**src/rtl/bq_capture_pkg.sv**
```systemverilog
// Shared types and constants for the capture sequencer and its gate lanes.
package bq_capture_pkg;

  localparam int CNTBITS_DEF = 16;
  localparam int DWIDTH_DEF  = 128;

  // Wide enough for any practical stream width; lanes slice what they need.
  localparam int                     ZERO_FILL_W = 1024;
  localparam logic [ZERO_FILL_W-1:0] ZERO_FILL   = '0;

  // Encoding order matters: the top skips forward through zero-length states.
  typedef enum logic [2:0] {
    IDLE = 3'd0,
    PRE  = 3'd1,
    GATE = 3'd2,
    POST = 3'd3,
    RST  = 3'd4
  } bq_state_e;

endpackage

```
**src/rtl/bq_gate_lane.sv**
```systemverilog
// One ADC channel: registered pass/zero mux, data visible one cycle after the sampling edge.
module bq_gate_lane
  import bq_capture_pkg::*;
#(
  parameter int DWIDTH = DWIDTH_DEF
) (
  input  logic              clk_i,
  input  logic              rst_ni,
  input  logic              en_i,
  input  logic [DWIDTH-1:0] data_i,
  output logic [DWIDTH-1:0] data_o
);

  logic [DWIDTH-1:0] data_q;
  logic [DWIDTH-1:0] data_d;

  assign data_d = en_i ? data_i : ZERO_FILL[DWIDTH-1:0];

  always_ff @(posedge clk_i) begin
    if (!rst_ni) begin
      data_q <= '0;
    end else begin
      data_q <= data_d;
    end
  end

  assign data_o = data_q;

endmodule

```
**src/rtl/bq_capture_sequencer.sv**
```systemverilog
// Capture strobe -> ADC gate window -> settle -> biquad reset pulse, with NCHAN gated streams.
module bq_capture_sequencer
  import bq_capture_pkg::*;
#(
  parameter int NCHAN   = 2,
  parameter int CNTBITS = CNTBITS_DEF,
  parameter int DWIDTH  = DWIDTH_DEF
) (
  input  logic                    aclk,
  input  logic                    aresetn,
  input  logic                    capture_i,
  input  logic [CNTBITS-1:0]      pre_delay_i,
  input  logic [CNTBITS-1:0]      gate_len_i,
  input  logic [CNTBITS-1:0]      post_delay_i,
  input  logic [CNTBITS-1:0]      rst_len_i,
  input  logic [NCHAN*DWIDTH-1:0] adc_tdata,
  input  logic [NCHAN-1:0]        adc_tvalid,
  output logic [NCHAN-1:0]        adc_tready,
  output logic [NCHAN*DWIDTH-1:0] gate_tdata,
  output logic [NCHAN-1:0]        gate_tvalid,
  input  logic [NCHAN-1:0]        gate_tready,
  output logic                    bq_rst_o,
  output logic                    busy_o,
  output logic                    done_o,
  output logic                    missed_o
);

  bq_state_e          state_q, state_d;
  logic [CNTBITS-1:0] cnt_q, cnt_d;
  logic [CNTBITS-1:0] pre_q, pre_d;
  logic [CNTBITS-1:0] gate_q, gate_d;
  logic [CNTBITS-1:0] post_q, post_d;
  logic [CNTBITS-1:0] rstl_q, rstl_d;
  logic               busy_q, bq_rst_q, done_q, missed_q;
  logic               done_d, missed_d;

  logic               seek;
  bq_state_e          seek_from;
  logic [CNTBITS-1:0] len_pre, len_gate, len_post, len_rst;
  logic               gate_en;

  // Streams are free-running; handshake inputs carry no information here.
  logic unused_handshake;
  assign unused_handshake = &{1'b0, adc_tvalid, gate_tready};

  assign adc_tready  = '1;
  assign gate_tvalid = '1;

  always_comb begin
    state_d   = state_q;
    cnt_d     = cnt_q;
    pre_d     = pre_q;
    gate_d    = gate_q;
    post_d    = post_q;
    rstl_d    = rstl_q;
    done_d    = 1'b0;
    missed_d  = capture_i && (state_q != IDLE);
    seek      = 1'b0;
    seek_from = PRE;
    len_pre   = pre_q;
    len_gate  = gate_q;
    len_post  = post_q;
    len_rst   = rstl_q;

    case (state_q)
      IDLE: begin
        if (capture_i) begin
          pre_d     = pre_delay_i;
          gate_d    = gate_len_i;
          post_d    = post_delay_i;
          rstl_d    = rst_len_i;
          // The first state is chosen from the live inputs, since the latch only lands at this edge.
          len_pre   = pre_delay_i;
          len_gate  = gate_len_i;
          len_post  = post_delay_i;
          len_rst   = rst_len_i;
          seek      = 1'b1;
          seek_from = PRE;
        end
      end
      PRE: begin
        if (cnt_q == '0) begin
          seek      = 1'b1;
          seek_from = GATE;
        end else begin
          cnt_d = cnt_q - 1'b1;
        end
      end
      GATE: begin
        if (cnt_q == '0) begin
          seek      = 1'b1;
          seek_from = POST;
        end else begin
          cnt_d = cnt_q - 1'b1;
        end
      end
      POST: begin
        if (cnt_q == '0) begin
          seek      = 1'b1;
          seek_from = RST;
        end else begin
          cnt_d = cnt_q - 1'b1;
        end
      end
      RST: begin
        if (cnt_q == '0) begin
          state_d = IDLE;
          done_d  = 1'b1;
        end else begin
          cnt_d = cnt_q - 1'b1;
        end
      end
      default: begin
        state_d = IDLE;
      end
    endcase

    // Zero-length states fall through in the same edge, so no dead cycle appears.
    if (seek) begin
      if (seek_from <= PRE && len_pre != '0) begin
        state_d = PRE;
        cnt_d   = len_pre - 1'b1;
      end else if (seek_from <= GATE && len_gate != '0) begin
        state_d = GATE;
        cnt_d   = len_gate - 1'b1;
      end else if (seek_from <= POST && len_post != '0) begin
        state_d = POST;
        cnt_d   = len_post - 1'b1;
      end else if (len_rst != '0) begin
        state_d = RST;
        cnt_d   = len_rst - 1'b1;
      end else begin
        state_d = IDLE;
        done_d  = 1'b1;
      end
    end
  end

  always_ff @(posedge aclk) begin
    if (!aresetn) begin
      state_q  <= IDLE;
      cnt_q    <= '0;
      pre_q    <= '0;
      gate_q   <= '0;
      post_q   <= '0;
      rstl_q   <= '0;
      busy_q   <= 1'b0;
      bq_rst_q <= 1'b0;
      done_q   <= 1'b0;
      missed_q <= 1'b0;
    end else begin
      state_q  <= state_d;
      cnt_q    <= cnt_d;
      pre_q    <= pre_d;
      gate_q   <= gate_d;
      post_q   <= post_d;
      rstl_q   <= rstl_d;
      busy_q   <= (state_d != IDLE);
      bq_rst_q <= (state_d == RST);
      done_q   <= done_d;
      missed_q <= missed_d;
    end
  end

  assign busy_o   = busy_q;
  assign bq_rst_o = bq_rst_q;
  assign done_o   = done_q;
  assign missed_o = missed_q;

  // A beat is passed when the edge that samples it falls inside the GATE state.
  assign gate_en = (state_q == GATE);

  for (genvar n = 0; n < NCHAN; n++) begin : g_lane
    bq_gate_lane #(
      .DWIDTH(DWIDTH)
    ) u_lane (
      .clk_i (aclk),
      .rst_ni(aresetn),
      .en_i  (gate_en),
      .data_i(adc_tdata[n*DWIDTH +: DWIDTH]),
      .data_o(gate_tdata[n*DWIDTH +: DWIDTH])
    );
  end

endmodule

```
**config.mk**
```make
export PLATFORM = sky130hd
export DESIGN_NAME = bq_capture_sequencer
export DESIGN_NICKNAME = d
export VERILOG_FILES = /design/src/rtl/bq_capture_pkg.sv /design/src/rtl/bq_gate_lane.sv /design/src/rtl/bq_capture_sequencer.sv
export SDC_FILE = /design/constraint.sdc
export NUM_CORES = 1
export LEC_CHECK = 0
export BUFFER_PORTS_ARGS = -buffer_cell sky130_fd_sc_hd__buf_2
export CORE_AREA = 2 2 227 229
export CTS_BUF_LIST = sky130_fd_sc_hd__clkbuf_4
export CTS_CLUSTER_DIAMETER = 100
export CTS_CLUSTER_SIZE = 28
export DETAILED_ROUTE_END_ITERATION = 8
export DIE_AREA = 0 0 229 231
export SLEW_MARGIN = 20
export SYNTH_ARGS = -nofsm -noshare
export SYNTH_HDL_FRONTEND = slang
export SYNTH_SLANG_ARGS = --single-unit
```
**constraint.sdc**
```tcl
create_clock -name aclk -period 4.86 [get_ports aclk]
set_input_delay 0.486 -clock aclk [delete_from_list [all_inputs] [get_ports aclk]]
set_output_delay 0.486 -clock aclk [all_outputs]
set_load 0.005 [all_outputs]
```
### Word-level counts from Yosys, hierarchy flattened

Cells that the tools add are included.

| word-level totals | value |
|---|---|
| output and inout bits | 264 |
| bits of input ports | 327 |
| flip-flop bits (word level) | 343 |
| logic and storage cells | 76 |

| operators by class | value |
|---|---|
| order comparisons | 3 |
| mux-type cells | 35 |
| equal/unequal tests | 5 |
| reduce and logical (&&, ||, !) cells | 16 |
| add/subtract/negate cells | 5 |

Operators with widths:

| kind | count |
|---|---|
| two-way mux 16 bit | 15 |
| subtractor 16 x 1 -> 16 bit (second input constant) | 5 |
| nonzero test 16 bit | 4 |
| two-way mux 3 bit | 7 |
| logical NOT 16 bit | 1 |
| case mux 3 bit (3 select lines) | 1 |
| two-way mux 1 bit | 8 |
| OR reduction 4 bit | 2 |
| == test 3 x 2 -> 1 bit (second input constant) | 2 |
| == test 3 bit (second input constant) | 2 |
| less-or-equal comparator 3 x 2 -> 1 bit (second input constant) | 2 |
| case mux 3 bit (2 select lines) | 1 |
| nonzero test 3 bit | 2 |
| logical AND 1 bit | 4 |
| two-way mux 2 bit | 2 |
| == test 3 x 1 -> 1 bit (second input constant) | 1 |
| less-or-equal comparator 3 x 1 -> 1 bit (second input constant) | 1 |
| logical NOT 3 bit | 1 |
| OR reduction 3 bit | 1 |
| case mux 1 bit (2 select lines) | 1 |
| AND reduction 2 bit | 1 |

### Longest topological paths before layout

Gate-level depths: netlist of run 1.

| logic depth | value |
|---|---|
| depth in word-level cells | 10 |
| gate-level depth with buffers | 18 |
| depth with buffers taken out | 11 |

### Cells and area by module

From an unflattened synthesis of run 1, not the netlist that was laid out.

| unflattened totals | value |
|---|---|
| cells, all modules | 1380 |
| area total of the unflattened synthesis | 13573.0 um^2 |

By module, submodules not included:

| module | area an instance (um^2) | cells each | sequential area each (um^2) | instances |
|---|---|---|---|---|
| bq_gate_lane | 3604.7 | 284 | 2562.5 | 2 |
| bq_capture_sequencer | 6363.6 | 812 | 1741.7 | 1 |

### Least setup slack after synthesis of run 1

Ideal clock, no wire load.

| path | value |
|---|---|
| path kind | input to register |
| start | in capture_i |
| end | reg cnt_q[11] |
| buffers on the path | 6 |
| arrival | 4808 ps |
| setup slack | -65 ps |
| required time | 4744 ps |
| library setup time | 116 ps |
| stages | 17 |
| path through | nor4b_1 buf_2 buf_2 buf_2 buf_2 buf_2 mux2i_1 ha_1 or3b_2 or4b_4 a2111oi_4 or2_1 buf_6 nand2_4 a2111oi_2 a21o_1 a21oi_1 |

| on the way | value |
|---|---|
| longest elaborated chain between the ends | 8 |
| elaborated cells on any way between the ends | 26 |
| those cells by class | 4 x add/sub; 15 x mux; 7 x reduce/logical |

RTL lines:

| item | RTL line | source |
|---|---|---|
| start: declaration | bq_capture_sequencer.sv:11 | `input logic capture_i,` |
| two-way mux 16 bit | bq_capture_sequencer.sv:67 | `if (capture_i) begin` |
| two-way mux 16 bit, on equally long branches | - |  |
| subtractor 16 x 1 -> 16 bit, or another cell as far along | bq_capture_sequencer.sv:131 | `cnt_d = len_rst - 1'b1;` |
| two-way mux 16 bit or logical AND 1 bit (tied branches) | bq_capture_sequencer.sv:129, bq_capture_sequencer.sv:126 |  |
| two-way mux 16 bit | bq_capture_sequencer.sv:126 | `end else if (seek_from <= POST && len_post != '0) begin` |
| two-way mux 16 bit | bq_capture_sequencer.sv:123 | `end else if (seek_from <= GATE && len_gate != '0) begin` |
| two-way mux 16 bit | bq_capture_sequencer.sv:120 | `if (seek_from <= PRE && len_pre != '0) begin` |
| two-way mux 16 bit (*) | bq_capture_sequencer.sv:119 | `if (seek) begin` |
| end signal: assignment | bq_capture_sequencer.sv:153 | `cnt_q <= cnt_d;` |
| end: declaration | bq_capture_sequencer.sv:29 | `logic [CNTBITS-1:0] cnt_q, cnt_d;` |

Every way passes the cells marked *; elsewhere a longest branch is shown, timed or not.
A chain may end at the register's enable or synchronous reset.

### Worst setup path in the final report of run 1

| path | value |
|---|---|
| start | reg state_q[0] |
| end | reg cnt_q[11] |

| on the way | value |
|---|---|
| longest elaborated chain between the ends | 8 |
| elaborated cells on any way between the ends | 33 |
| those cells by class | 4 x add/sub; 3 x order compare; 4 x eq/ne; 12 x mux; 10 x reduce/logical |

RTL lines:

| item | RTL line | source |
|---|---|---|
| start: declaration | bq_capture_sequencer.sv:28 | `bq_state_e state_q, state_d;` |
| start signal: assignment | bq_capture_sequencer.sv:152 | `state_q <= state_d;` |
| logical NOT 3 bit, or another cell as far along | bq_capture_sequencer.sv:65 | `case (state_q)` |
| two-way mux 16 bit, or another cell as far along | - |  |
| subtractor 16 x 1 -> 16 bit, or another cell as far along | bq_capture_sequencer.sv:131 |  |
| two-way mux 16 bit or logical AND 1 bit (tied branches) | bq_capture_sequencer.sv:129, bq_capture_sequencer.sv:126 |  |
| two-way mux 16 bit | bq_capture_sequencer.sv:126 |  |
| two-way mux 16 bit | bq_capture_sequencer.sv:123 |  |
| two-way mux 16 bit | bq_capture_sequencer.sv:120 |  |
| two-way mux 16 bit (*) | bq_capture_sequencer.sv:119 |  |

Marks and branches as above.

==> results of run 1 <==
## layout make-up
cell class	instances	area share [%]
Inverter	5	0.0936
Clock buffer	20	0.748
Tap cell	680	4.24
Sequential cell	343	34.2
Clock inverter	10	0.649
Timing Repair Buffer	925	31.4
Multi-Input combinational cell	910	28.4
Antenna cell	14	0.175
## through the flow
step	setup WS (ns)	instances	hold WS, ns	total power [mW]	instance area [um2]
global placement	0.716	2546	0.444	3.94	16600
detailed placement	0.637	2546	0.450	3.95	16600
finish	0.638	2907	0.0923	5.41	20100
global route	0.411	2905	0.0567	5.68	20100
CTS	0.700	2893	0.0133	5.46	20000
floorplan	0.139	1329	0.436	3.57	12900
## kinds of logic (layout without fill, tap and decap cells)
kind of cell	Yosys count	in the layout	share of synthesized area, %
XOR/XNOR	77	77	5.23
multiplexers	59	59	4.62
adder cells (fa/ha/maj)	7	7	0.680
AND/OR/NAND/NOR	618	618	26.1
AO/OA/AOI/OAI	145	145	7.38
flip-flops	343	343	53.3
other	1	18	0.0291
buffers and inverters	76	960	2.67
## layout by cell type (no fill, tap or decap), types with 10 or more instances in the layout
master and n:
sky130_fd_sc_hd__and2_1 261, sky130_fd_sc_hd__xor2_1 45, sky130_fd_sc_hd__dfxtp_1 343, sky130_fd_sc_hd__nand3_1 24, sky130_fd_sc_hd__mux2i_1 55, sky130_fd_sc_hd__buf_2 582, sky130_fd_sc_hd__nor3_1 47, sky130_fd_sc_hd__nor2_1 102
sky130_fd_sc_hd__diode_2 14, sky130_fd_sc_hd__o211ai_1 10, sky130_fd_sc_hd__o21ai_0 25, sky130_fd_sc_hd__a21oi_1 48, sky130_fd_sc_hd__xnor2_1 32, sky130_fd_sc_hd__dlygate4sd3_1 317, sky130_fd_sc_hd__buf_4 24, sky130_fd_sc_hd__clkbuf_4 20
sky130_fd_sc_hd__nand2_1 96, sky130_fd_sc_hd__nand4_1 10, sky130_fd_sc_hd__nor4_1 26
## repair_timing
item	4_1_cts	5_1_grt
hold buffers	317	0
endpoints found under the setup margin	0	0
endpoints found under the hold margin	321	0
## critical path, stage by stage (launching register included)
cell and delay, ns:
sky130_fd_sc_hd__dfxtp_1 0.51, sky130_fd_sc_hd__nor4b_4 0.49, sky130_fd_sc_hd__buf_4 0.59, sky130_fd_sc_hd__mux2i_1 0.36
sky130_fd_sc_hd__ha_1 0.23, sky130_fd_sc_hd__inv_1 0.12, sky130_fd_sc_hd__or4_1 0.54, sky130_fd_sc_hd__nor2_1 0.14
sky130_fd_sc_hd__a222oi_1 0.18, sky130_fd_sc_hd__a2111oi_0 0.56, sky130_fd_sc_hd__a2111oi_2 0.11, sky130_fd_sc_hd__a21o_1 0.18
sky130_fd_sc_hd__a21oi_1 0.12
## registers in the layout (all words and copies together), names as in the netlist
| name | flops |
|---|---|
| bq_rst_o | 1 |
| busy_o | 1 |
| cnt_q | 16 |
| done_o | 1 |
| g_lane.u_lane.data_o | 256 |
| gate_q | 16 |
| missed_o | 1 |
| post_q | 16 |
| pre_q | 16 |
| rstl_q | 16 |
| state_q | 3 |
## worst max-delay path by stage
stage	startpoint	endpoint	slack [ns]	cells past startpoint
after floorplan	capture_i	cnt_q[11]$_SDFF_PN0_	0.14	17
after global placement	capture_i	cnt_q[11]$_SDFF_PN0_	0.72	13
after detailed placement	capture_i	cnt_q[11]$_SDFF_PN0_	0.64	13
after CTS	state_q[0]$_SDFF_PN0_	cnt_q[11]$_SDFF_PN0_	0.70	12
after global routing	state_q[2]$_SDFF_PN0_	cnt_q[12]$_SDFF_PN0_	0.41	12
final	state_q[0]$_SDFF_PN0_	cnt_q[11]$_SDFF_PN0_	0.64	12
## power by group through the flow
| stage | Sequential, mW | Clock [mW] | Combinational [mW] |
|---|---|---|---|
| floorplan | 3.00 | 0 | 0.578 |
| global route | 2.98 | 1.43 | 1.27 |
| global placement | 3.02 | 0 | 0.928 |
| CTS | 2.96 | 1.34 | 1.15 |
| detailed placement | 3.02 | 0 | 0.933 |
| finish | 2.97 | 1.27 | 1.17 |
## layer usage
metal	part of all wire [%]	track usage, %	up-vias
met1	37	22.1	6146
met4	4.3	8.73	2
li1	-	-	6207
met5	0.016	0	-
met3	5.3	3.56	88
met2	54	38.7	462
==> metrics, run 1 <==
DPL Wire Length=about 43000 um; number of instances resized during post-cts repair=0; synthesis warning total=0; final hold viol count=0; total core area=between 50000 and 60000 um2; number of maximum-capacitance violations=0; leading cell types by total area after synthesis=sky130_fd_sc_hd__dfxtp_1, sky130_fd_sc_hd__and2_1, sky130_fd_sc_hd__mux2i_1; top cell type by total area after synthesis=sky130_fd_sc_hd__dfxtp_1; Reg2Reg Setup Slack=approximately 0.64 ns; Worst R2R Start=state_q[0]$_SDFF_PN0_; global-route total usage across every layer=between 20% and 30%; count of nets after finishing=2538; share of power burned in combinational logic=between 20 and 25%; run status=complete, no violations; hold-critical path endpoint=rstl_q[8]$_SDFF_PN0_; post-route DRC violation count=0; synth unique cells=67; clock tree root driver cell=sky130_fd_sc_hd__clkbuf_4; number of buffers created by CTS=19; Chip Height=231 um; maximum operating frequency=237 MHz; max-slew violation count=0; WL final=roughly 57000 um; Leak Pwr=roughly 9.4 nW; cell area after synthesis=~13000 um2; Avg Cell Area, Syn=9.72 um2; routed len/inst=19.6 um; setup repair after global routing missed its margin=no; clock transition at the registers of the reported paths=between 0.2 and 0.3 ns; standard-cell row count=83; pin count of the biggest net entering global routing=roughly 170; fin util=39.6%; Setup violations, final=0; sequential cell fraction of total power=54.9%; NetSw=1.69 mW; total via count after detailed routing=~13000; cell area power density=approximately 270 nW/um2; shortest period the worst path allows=~4.2 ns; number of H-tree branching levels=1; setup total negative slack=0 ns; remaining antenna violation count after routing=0; sequential cell area fraction in the yosys report=53.3%; clock share of power=23.6%; count of mapped cells out of synthesis=between 1000 and 1500; endpoint type of the worst setup path=flop; number of antenna violations at the first check in global routing=18; capture instance of the worst register-to-register path=cnt_q[11]$_SDFF_PN0_; die boundary width=between 200 and 250 um; clock tree from TritonCTS=done; internal cell power=3.72 mW; number of enable flip-flop cells after synthesis=0; area overhead of the layout relative to synthesis=55.7%; boundary pin count=591; remaining global-route overflow=0; Initial DRC Count=607; top cells by instance count after synthesis=sky130_fd_sc_hd__dfxtp_1, sky130_fd_sc_hd__and2_1, sky130_fd_sc_hd__nor2_1; maximum buffer depth of the clock tree=3; Initial Utilization=25.4%; post-synth top area share=53.3%; Worst-Skew Late Latency=0.82 ns; worst-case vdd ir drop=around 0.24 mV; worst path arrival time=approximately 5.0 ns; largest driver fanout on the critical path=45; FILL cells=5112; class of the most critical hold timing path=in -> reg; vias in the first global route=about 13000; area of combinational cells with multiple inputs=5700 um2; clock sinks=343; Hold Startpoint=rst_len_i[8]; synthesized flop and latch total=343; fraction of power spent switching nets=a little under a third; first-pass detailed-route iteration total=5; length in cells of the worst reg-to-reg path=12; count of buffers inserted at the top-level ports=582; flip-flop cell with the highest count after synthesis=sky130_fd_sc_hd__dfxtp_1; Die Footprint=between 50000 and 60000 um2; number of instances on the worst hold path=3; part of the cycle the worst path needs=between 80% and 90%; via-per-instance ratio=about 4.4; fraction of synthesis flops using an asynchronous set or reset pin=0%; most common cell in the netlist=sky130_fd_sc_hd__dfxtp_1; fraction of layout cells with a size suffix above 1=between 20 and 30%; worst slew slack as a fraction of its limit=a little over a third; setup clock skew after layout=0.0585 ns; global placement routability congestion=0.903; Setup Buffers After CTS=0; wire length of the first global-routing pass=between 80000 and 90000 um; CP Data Required Time=5.61 ns; critical path class=reg -> reg; area taken by flip-flops and latches=about 6900 um2; transition time at the pin with the least slew margin=slightly below 1 ns; Setup crit start kind=flop
Power figures use the tool's default switching activity.
==> run 2: changes to the inputs <==
- CORE_AREA: 2 2 227 229 -> 2 2 233 235
- DIE_AREA: 0 0 229 231 -> 0 0 235 237
- SLEW_MARGIN: 20 -> unset
- SYNTH_HIERARCHICAL: unset -> 1
==> run 2 against run 1 <==
Clock skew rose by 0.023 ns. Utilization fell by 1.2 points. Cell count rose by 1.1%. Synthesized area rose by 5.4%. Total power rose by 6.4%. Die area rose by 5.3%. Critical path type unchanged. Largest power group unchanged.
==> metrics, run 2 <==
post-placement cell area=16800 um2 (was 16600 um2); die boundary width=235 um (was 229 um); boundary pin count=591 (unchanged); remaining global-route overflow=0 (unchanged); worst path arrival time=4.68 ns (was 4.97 ns); pin count of the biggest net entering global routing=150 (was 166); cell area power density=281 nW/um2 (was 270 nW/um2); Reg2Reg Setup Slack=0.94 ns (was 0.64 ns); fraction of layout cells with a size suffix above 1=31.0% (was 29.6%); cells along the critical path=nor4b_4, buf_12, mux2i_1, ha_1, nor2b_1, nand2_1, o22a_1, o31ai_4, buf_4, a211oi_1, a2111oi_0, o31ai_1 (was nor4b_4, buf_4, mux2i_1, ha_1, inv_1, or4_1, nor2_1, a222oi_1, a2111oi_0, a2111oi_2, a21o_1, a21oi_1); DPL Wire Length=43600 um (was 43200 um); vias in the first global route=14100 (was 13300); Initial Utilization=25.5% (was 25.4%); clock transition at the registers of the reported paths=0.32 ns (was 0.26 ns); flip-flop cell with the highest count after synthesis=sky130_fd_sc_hd__dfxtp_1 (unchanged); worst-case vdd ir drop=0.214 mV (was 0.240 mV); largest driver fanout on the critical path=58 (was 45); number of H-tree branching levels=1 (unchanged); number of buffers created by CTS=20 (was 19); endpoint type of the worst setup path=flop (unchanged); post-synth top area share=50.6% (was 53.3%); count of nets after finishing=2562 (was 2538); synthesized flop and latch total=343 (unchanged); global placement routability congestion=0.928 (was 0.903); most common library cell in the layout ignoring fill and taps=sky130_fd_sc_hd__buf_2 (unchanged); Initial DRC Count=804 (was 607); count of mapped cells out of synthesis=1380 (was 1326); synthesis warning total=6 (was 0); max-slew violation count=0 (unchanged); number of antenna violations at the first check in global routing=11 (was 18); run status=complete, no violations (unchanged); part of the cycle the worst path needs=80.7% (was 86.9%); via-per-instance ratio=4.74 (was 4.44); clock sinks=343 (unchanged); post-route DRC violation count=0 (unchanged); class of the most critical hold timing path=in -> reg (unchanged); transition time at the pin with the least slew margin=0.877 ns (was 0.962 ns); Design Area, Final=20500 um2 (was 20100 um2); number of maximum-capacitance violations=0 (unchanged); Leak Pwr=10.2 nW (was 9.36 nW); Avg Cell Area, Syn=9.84 um2 (was 9.72 um2); shortest period the worst path allows=3.92 ns (was 4.22 ns); setup total negative slack=0 ns (unchanged); sequential cell area fraction in the yosys report=50.6% (was 53.3%); remaining antenna violation count after routing=0 (unchanged); cell class contributing the biggest share of worst-path delay=compound AO/OA/AOI/OAI gates (was simple AND/OR/NAND/NOR gates); final hold viol count=0 (unchanged); number of enable flip-flop cells after synthesis=0 (unchanged); CP Data Required Time=5.62 ns (was 5.61 ns); Die Footprint=55700 um2 (was 52900 um2); critical-path cell with the highest stage delay=sky130_fd_sc_hd__a2111oi_0 (was sky130_fd_sc_hd__buf_4); Setup crit start kind=flop (unchanged); worst slew slack as a fraction of its limit=41.5% (was 35.0%); total via count after detailed routing=13900 (was 12900); top cell type by total area after synthesis=sky130_fd_sc_hd__dfxtp_1 (unchanged); first-pass detailed-route iteration total=5 (unchanged); setup clock skew after layout=0.0818 ns (was 0.0585 ns); cell area after synthesis=13600 um2 (was 12900 um2); Worst-Skew Late Latency=0.84 ns (was 0.82 ns); Setup violations, final=0 (unchanged); critical path class=reg -> reg (unchanged); count of buffers inserted at the top-level ports=582 (unchanged); most common cell in the netlist=sky130_fd_sc_hd__dfxtp_1 (unchanged); standard-cell row count=85 (was 83); clock tree root driver cell=sky130_fd_sc_hd__clkbuf_4 (unchanged); maximum single-stage delay on the critical path=0.61 ns (was 0.59 ns); maximum buffer depth of the clock tree=3 (unchanged); clock tree from TritonCTS=done (unchanged); total design power=5.75 mW (was 5.41 mW); global-route total usage across every layer=20.3% (was 20.4%); WL final=59500 um (was 57000 um); combined buffer and inverter count along the critical path=2 (unchanged); synth unique cells=73 (was 67); Chip Height=237 um (was 231 um); wire length of the first global-routing pass=88100 um (was 81800 um); Min Hold Slack=0.331 ns (was 0.0923 ns); leading cell types by total area after synthesis=sky130_fd_sc_hd__dfxtp_1, sky130_fd_sc_hd__and3_1, sky130_fd_sc_hd__mux2i_1 (was sky130_fd_sc_hd__dfxtp_1, sky130_fd_sc_hd__and2_1, sky130_fd_sc_hd__mux2i_1); maximum operating frequency=255 MHz (was 237 MHz); top cells by instance count after synthesis=sky130_fd_sc_hd__dfxtp_1, sky130_fd_sc_hd__and3_1, sky130_fd_sc_hd__nand2_1 (was sky130_fd_sc_hd__dfxtp_1, sky130_fd_sc_hd__and2_1, sky130_fd_sc_hd__nor2_1); setup repair after global routing missed its margin=no (unchanged); commonest cells after routing, fill and taps aside=sky130_fd_sc_hd__buf_2, sky130_fd_sc_hd__dfxtp_1, sky130_fd_sc_hd__dlygate4sd3_1 (unchanged); routed len/inst=20.2 um (was 19.6 um); number of flip-flops under the largest register name=256 (unchanged); fraction of synthesis flops using an asynchronous set or reset pin=0% (unchanged); total core area=53300 um2 (was 50700 um2); area overhead of the layout relative to synthesis=50.8% (was 55.7%)
==> run 2: changes by cell type in the layout (fill, tap and decap cells not counted), moves of 6 or more <==
cell                            change
sky130_fd_sc_hd__o31ai_1            +8
sky130_fd_sc_hd__o21ai_0            -9
sky130_fd_sc_hd__or3_1             +11
sky130_fd_sc_hd__and2_1           -256
sky130_fd_sc_hd__and3_1           +214
sky130_fd_sc_hd__dlygate4sd3_1     +12
sky130_fd_sc_hd__xnor2_1           +11
sky130_fd_sc_hd__nand4_1           +11
sky130_fd_sc_hd__and3_2            +42
sky130_fd_sc_hd__a2111oi_0          +6
sky130_fd_sc_hd__diode_2            -9
sky130_fd_sc_hd__xor2_1            -23
sky130_fd_sc_hd__nor2_1            -11
sky130_fd_sc_hd__buf_4             -11
==> run 2: area by class of cell <==
| type | count | area (um2) |
|---|---|---|
| Multi-Input combinational cell | 932 | 6030 |
| Fill cell | 5222 | 32800 |
| Clock inverter | 12 | 160 |
| Tap cell | 696 | 871 |
| Clock buffer | 21 | 158 |
| Timing Repair Buffer | 926 | 6350 |
| Sequential cell | 343 | 6870 |
| Inverter | 5 | 18.8 |
| Antenna cell | 5 | 12.5 |
==> run 2: layer usage <==
metal | vias up | part of all wire [%] | global-route usage, %
met1 | 6679 | 42 | 25.6
met3 | 93 | 6.0 | 3.87
met4 | 16 | 2.8 | 5.91
met5 | - | 0.17 | 0
met2 | 528 | 49 | 35.1
li1 | 6620 | - | -
==> run 2: report_power, final <==
group / total, mW / internal [mW] / switching [mW] / leakage (nW)
combinational: 1.40 / 0.640 / 0.761 / 7.24
clock: 1.35 / 0.283 / 1.07 / 0.163
sequential: 3.00 / 2.91 / 0.0817 / 2.78
total: 5.75 / 3.84 / 1.91 / 10.2
==> run 2: final timing paths <==
kind / startpoint / end / cells after the start
max: state_q[0]$_SDFF_PN0_ / cnt_q[9]$_SDFF_PN0_ / 12
min: pre_delay_i[4] / pre_q[4]$_SDFF_PN0_ / 3
max reg2reg: state_q[0]$_SDFF_PN0_ / cnt_q[9]$_SDFF_PN0_ / 12
min reg2reg: pre_q[14]$_SDFF_PN0_ / pre_q[14]$_SDFF_PN0_ / 2
==> run 2: what timing repair did <==
item,CTS,global route
hold buffers,329,0
hold endpoints to repair,327,0
buffers inserted,0,0
resized for setup,0,0
==> run 2: stage by stage <==
step           setup WS [ns]  utilization (%)  std cells
3_5_place_dp           0.901             31.6       2573
2_1_floorplan          0.881                -       1383
5_1_grt                0.727             38.4       2938
3_3_place_gp            1.05             31.6       2573
4_1_cts                0.965             38.4       2935
6_report               0.937             38.4       2940
==> run 2: logic make-up (layout without fill, tap and decap cells) <==
family	after synthesis	in the layout	share of synthesized area, %
compound gates	173	173	9.27
xor+xnor	65	65	4.19
fa+ha+maj	7	7	0.645
buf+inv	108	964	5.12
flops	343	343	50.6
mux	62	62	4.64
other cells	1	9	0.0276
simple gates	621	621	25.5
==> run 2: worst register-to-register path, cell delays in order (launching register included) <==
cell                        delay [ns]
sky130_fd_sc_hd__dfxtp_1          0.50
sky130_fd_sc_hd__nor4b_4          0.35
sky130_fd_sc_hd__buf_12           0.32
sky130_fd_sc_hd__mux2i_1          0.37
sky130_fd_sc_hd__ha_1             0.32
sky130_fd_sc_hd__nor2b_1          0.21
sky130_fd_sc_hd__nand2_1          0.12
sky130_fd_sc_hd__o22a_1           0.32
sky130_fd_sc_hd__o31ai_4          0.27
sky130_fd_sc_hd__buf_4            0.25
sky130_fd_sc_hd__a211oi_1         0.08
sky130_fd_sc_hd__a2111oi_0        0.61
sky130_fd_sc_hd__o31ai_1          0.12
==> run 3: changes to the inputs <==
- ABC_AREA: unset -> 1
- CORE_AREA: 2 2 233 235 -> 2 2 227 229
- DIE_AREA: 0 0 235 237 -> 0 0 229 231
- clock period: 4.86 -> 4.1 ns (I/O delays scaled with it)
==> run 3 against run 2 <==
Via count increased by 13%. Largest cell class unchanged. Design area is 3.9% higher. Die area fell by 5.0%. Clock power is 16% higher. Critical path type unchanged. Cell count increased by 23%. Critical path depth up 2. Clock skew is 0.017 ns lower.
==> metrics, run 3 <==
run status=complete, no violations (unchanged); setup clock skew after layout=0.0648 ns (was 0.0818 ns); worst slew slack as a fraction of its limit=32.5% (was 41.5%); length in cells of the worst reg-to-reg path=14 (was 12); die boundary width=229 um (was 235 um); worst-case vdd ir drop=0.239 mV (was 0.214 mV); count of buffers inserted at the top-level ports=582 (unchanged); total core area=50700 um2 (was 53300 um2); post-synthesis share of cell area spent on and, or, nand and nor gates=30.7% (was 25.5%); Setup Buffers After CTS=0 (unchanged); number of enable flip-flop cells after synthesis=0 (unchanged); class of the most critical hold timing path=in -> reg (unchanged); clock tree root driver cell=sky130_fd_sc_hd__clkbuf_4 (unchanged); dominant combinational cell family by area after synthesis=simple AND/OR/NAND/NOR gates (unchanged); Setup violations, final=0 (unchanged); count of nets after finishing=3252 (was 2562); met2 layer usage reported by global route=43.1% (was 35.1%); synthesized flop and latch total=343 (unchanged); global-route total usage across every layer=26.0% (was 20.3%); shortest period the worst path allows=3.28 ns (was 3.92 ns); sequential cell area fraction in the yosys report=46.7% (was 50.6%); number of antenna violations at the first check in global routing=17 (was 11); fin util=42.0% (was 38.4%); total design power=6.59 mW (was 5.75 mW); fraction of synthesis flops using an asynchronous set or reset pin=0% (unchanged); compound-gate portion of the synthesized area=4.70% (was 9.27%); clock sinks=343 (unchanged); area taken by flip-flops and latches=6870 um2 (unchanged); worst path arrival time=4.05 ns (was 4.68 ns); vias in the first global route=15200 (was 14100); transition time at the pin with the least slew margin=1.01 ns (was 0.877 ns); leading cell types by total area after synthesis=sky130_fd_sc_hd__dfxtp_1, sky130_fd_sc_hd__nand2_1, sky130_fd_sc_hd__nor2_1 (was sky130_fd_sc_hd__dfxtp_1, sky130_fd_sc_hd__and3_1, sky130_fd_sc_hd__mux2i_1); pin count of the biggest net entering global routing=72 (was 150); met3 capacity usage during global routing=5.20% (was 3.87%); cell area power density=310 nW/um2 (was 281 nW/um2); post-route DRC violation count=0 (unchanged); clock transition at the registers of the reported paths=0.26 ns (was 0.32 ns); WL final=71300 um (was 59500 um); commonest cells after routing, fill and taps aside=sky130_fd_sc_hd__buf_2, sky130_fd_sc_hd__nand2_1, sky130_fd_sc_hd__nor2_1 (was sky130_fd_sc_hd__buf_2, sky130_fd_sc_hd__dfxtp_1, sky130_fd_sc_hd__dlygate4sd3_1); count of mapped cells out of synthesis=2074 (was 1380); number of instances on the worst hold path=5 (was 3); total via count after detailed routing=15700 (was 13900); Initial Utilization=29.0% (was 25.5%); maximum buffer depth of the clock tree=3 (unchanged); maximum single-stage delay on the critical path=0.62 ns (was 0.61 ns); boundary pin count=591 (unchanged); FILL cells=5342 (was 5222); number of flip-flops under the largest register name=256 (unchanged); number of H-tree branching levels=1 (unchanged); cell area after synthesis=14700 um2 (was 13600 um2); global placement routability congestion=0.964 (was 0.928); Initial DRC Count=1026 (was 804); final hold viol count=0 (unchanged); endpoint type of the worst setup path=flop (unchanged); largest driver fanout on the critical path=21 (was 58); DPL Wire Length=55400 um (was 43600 um); Worst path most repeated cell=sky130_fd_sc_hd__nor2_1; critical-path cell with the highest stage delay=sky130_fd_sc_hd__nor2_1 (was sky130_fd_sc_hd__a2111oi_0); top cells by instance count after synthesis=sky130_fd_sc_hd__nand2_1, sky130_fd_sc_hd__nor2_1, sky130_fd_sc_hd__inv_1 (was sky130_fd_sc_hd__dfxtp_1, sky130_fd_sc_hd__and3_1, sky130_fd_sc_hd__nand2_1); number of buffers created by CTS=18 (was 20); synth unique cells=42 (was 73); dpl cells=3279 (was 2573); parity-gate share of the synthesized area counting xor and xnor cells=2.14% (was 4.19%); Worst-Skew Late Latency=0.83 ns (was 0.84 ns); routing usage on met1=34.1% (was 25.6%); number of maximum-capacitance violations=0 (unchanged); fraction of layout cells with a size suffix above 1=24.0% (was 31.0%); area overhead of the layout relative to synthesis=44.7% (was 50.8%); Leak Pwr=11.9 nW (was 10.2 nW); Chip Height=231 um (was 237 um); setup total negative slack=0 ns (unchanged); share of synthesized area spent on multiplexers=0% (was 4.64%); setup repair after global routing missed its margin=no (unchanged); remaining global-route overflow=0 (unchanged); via-per-instance ratio=4.34 (was 4.74); most common cell in the netlist=sky130_fd_sc_hd__nand2_1 (was sky130_fd_sc_hd__dfxtp_1); Final Instance Count excl. Fillers=3616 (was 2940); max-slew violation count=0 (unchanged); post-synth top area share=46.7% (was 50.6%); area share of fa/ha/maj cells after synthesis=0.596% (was 0.645%); maximum operating frequency=305 MHz (was 255 MHz); most common library cell in the layout ignoring fill and taps=sky130_fd_sc_hd__buf_2 (unchanged); most crowded layer after global routing=met2 (unchanged); Die Footprint=52900 um2 (was 55700 um2); clock tree from TritonCTS=done (unchanged); number of instances resized during post-cts repair=0 (unchanged); part of the cycle the worst path needs=80.1% (was 80.7%); top cell type by total area after synthesis=sky130_fd_sc_hd__dfxtp_1 (unchanged); Avg Cell Area, Syn=7.09 um2 (was 9.84 um2); area of combinational cells with multiple inputs=5640 um2 (was 6030 um2); critical path class=reg -> reg (unchanged); cells along the critical path=inv_2, nand3_4, buf_4, or2_1, o21ai_2, ha_1, nand3_2, nor2_4, nand4_4, nor2_1, nor2_1, nand3_1, nand2_1, a21oi_1 (was nor4b_4, buf_12, mux2i_1, ha_1, nor2b_1, nand2_1, o22a_1, o31ai_4, buf_4, a211oi_1, a2111oi_0, o31ai_1); remaining antenna violation count after routing=0 (unchanged); routed len/inst=19.7 um (was 20.2 um); flip-flop cell with the highest count after synthesis=sky130_fd_sc_hd__dfxtp_1 (unchanged); first-pass detailed-route iteration total=5 (unchanged); least setup slack across all paths after layout=0.816 ns (was 0.937 ns); Setup crit start kind=flop (unchanged); Setup Slack @ Placement=0.884 ns (was 0.901 ns); wire length of the first global-routing pass=101000 um (was 88100 um); standard-cell row count=83 (was 85); synthesis warning total=6 (unchanged); CP Data Required Time=4.86 ns (was 5.62 ns)
## run 3: changes by cell type after synthesis, moves of 18 or more
cell                      delta
sky130_fd_sc_hd__nor3_1     -35
sky130_fd_sc_hd__o21ai_0    +36
sky130_fd_sc_hd__inv_1     +400
sky130_fd_sc_hd__a21oi_1    -23
sky130_fd_sc_hd__nor2_1    +334
sky130_fd_sc_hd__nand2_1   +363
sky130_fd_sc_hd__buf_2      -35
sky130_fd_sc_hd__xnor2_1    -37
sky130_fd_sc_hd__and3_1    -218
sky130_fd_sc_hd__nand3_1    +66
sky130_fd_sc_hd__nor4_1     -24
sky130_fd_sc_hd__and3_2     -42
sky130_fd_sc_hd__or3_1      -18
sky130_fd_sc_hd__mux2i_1    -55
## run 3: kinds of logic (layout without fill, tap and decap cells)
| family | after synthesis | after routing |
|---|---|---|
| simple gates | 1077 | 1077 |
| compound gates | 114 | 114 |
| fa+ha+maj | 7 | 7 |
| buf+inv | 496 | 1344 |
| xor+xnor | 36 | 36 |
| other cells | 1 | 15 |
| flops | 343 | 343 |
## run 3: critical path: cells and delay by family (launching register included)
kind	cells	cell delay, ns
and+or+nand+nor	9	1.76
DFF	1	0.54
buffers and inverters	2	0.50
adders and majority gates	1	0.24
AOI/OAI and AO/OA	2	0.16
## run 3: final cells by class
type	instances	share of cell area [%]
Sequential cell	343	32.3
Timing Repair Buffer	897	28.3
Multi-Input combinational cell	1238	26.5
Inverter	420	7.41
Tap cell	680	4.00
Clock inverter	9	0.706
Clock buffer	18	0.635
Antenna cell	11	0.129
## run 3: repair_timing
item / CTS / global route
endpoints found under the hold margin: 315 / 0
hold buffers: 299 / 0
setup endpoints to repair: 0 / 0
## run 3: worst paths after layout
path | slack, ns | start | to
worst min-delay path | 0.09 | gate_len_i[2] | gate_q[2]$_SDFF_PN0_
worst min register to register | 0.49 | gate_q[11]$_SDFF_PN0_ | gate_q[11]$_SDFF_PN0_
worst max-delay path | 0.82 | state_q[2]$_SDFF_PN0_ | cnt_q[9]$_SDFF_PN0_
worst max register to register | 0.82 | state_q[2]$_SDFF_PN0_ | cnt_q[9]$_SDFF_PN0_
## run 3: per-stage QoR
| step | area [um2] | hold slack [ns] |
|---|---|---|
| final | 21300 | 0.0864 |
| after global placement | 18000 | 0.461 |
| after global routing | 21300 | 0.0298 |
| after floorplan | 14700 | 0.451 |
| after detailed placement | 18000 | 0.466 |
| after CTS | 21200 | 0.00292 |
## run 3: power breakdown
group          switching (mW)  internal [mW]  total, mW
Clock                    1.17          0.385       1.56
Combinational           0.925          0.630       1.55
Sequential             0.0460           3.43       3.47
## run 3: per-layer routing
metal / routed length [um] / part of all wire, %
met1: 31700 / 44
met2: 32800 / 46
met3: 4680 / 6.6
met4: 2170 / 3.0
met5: 33 / 0.046
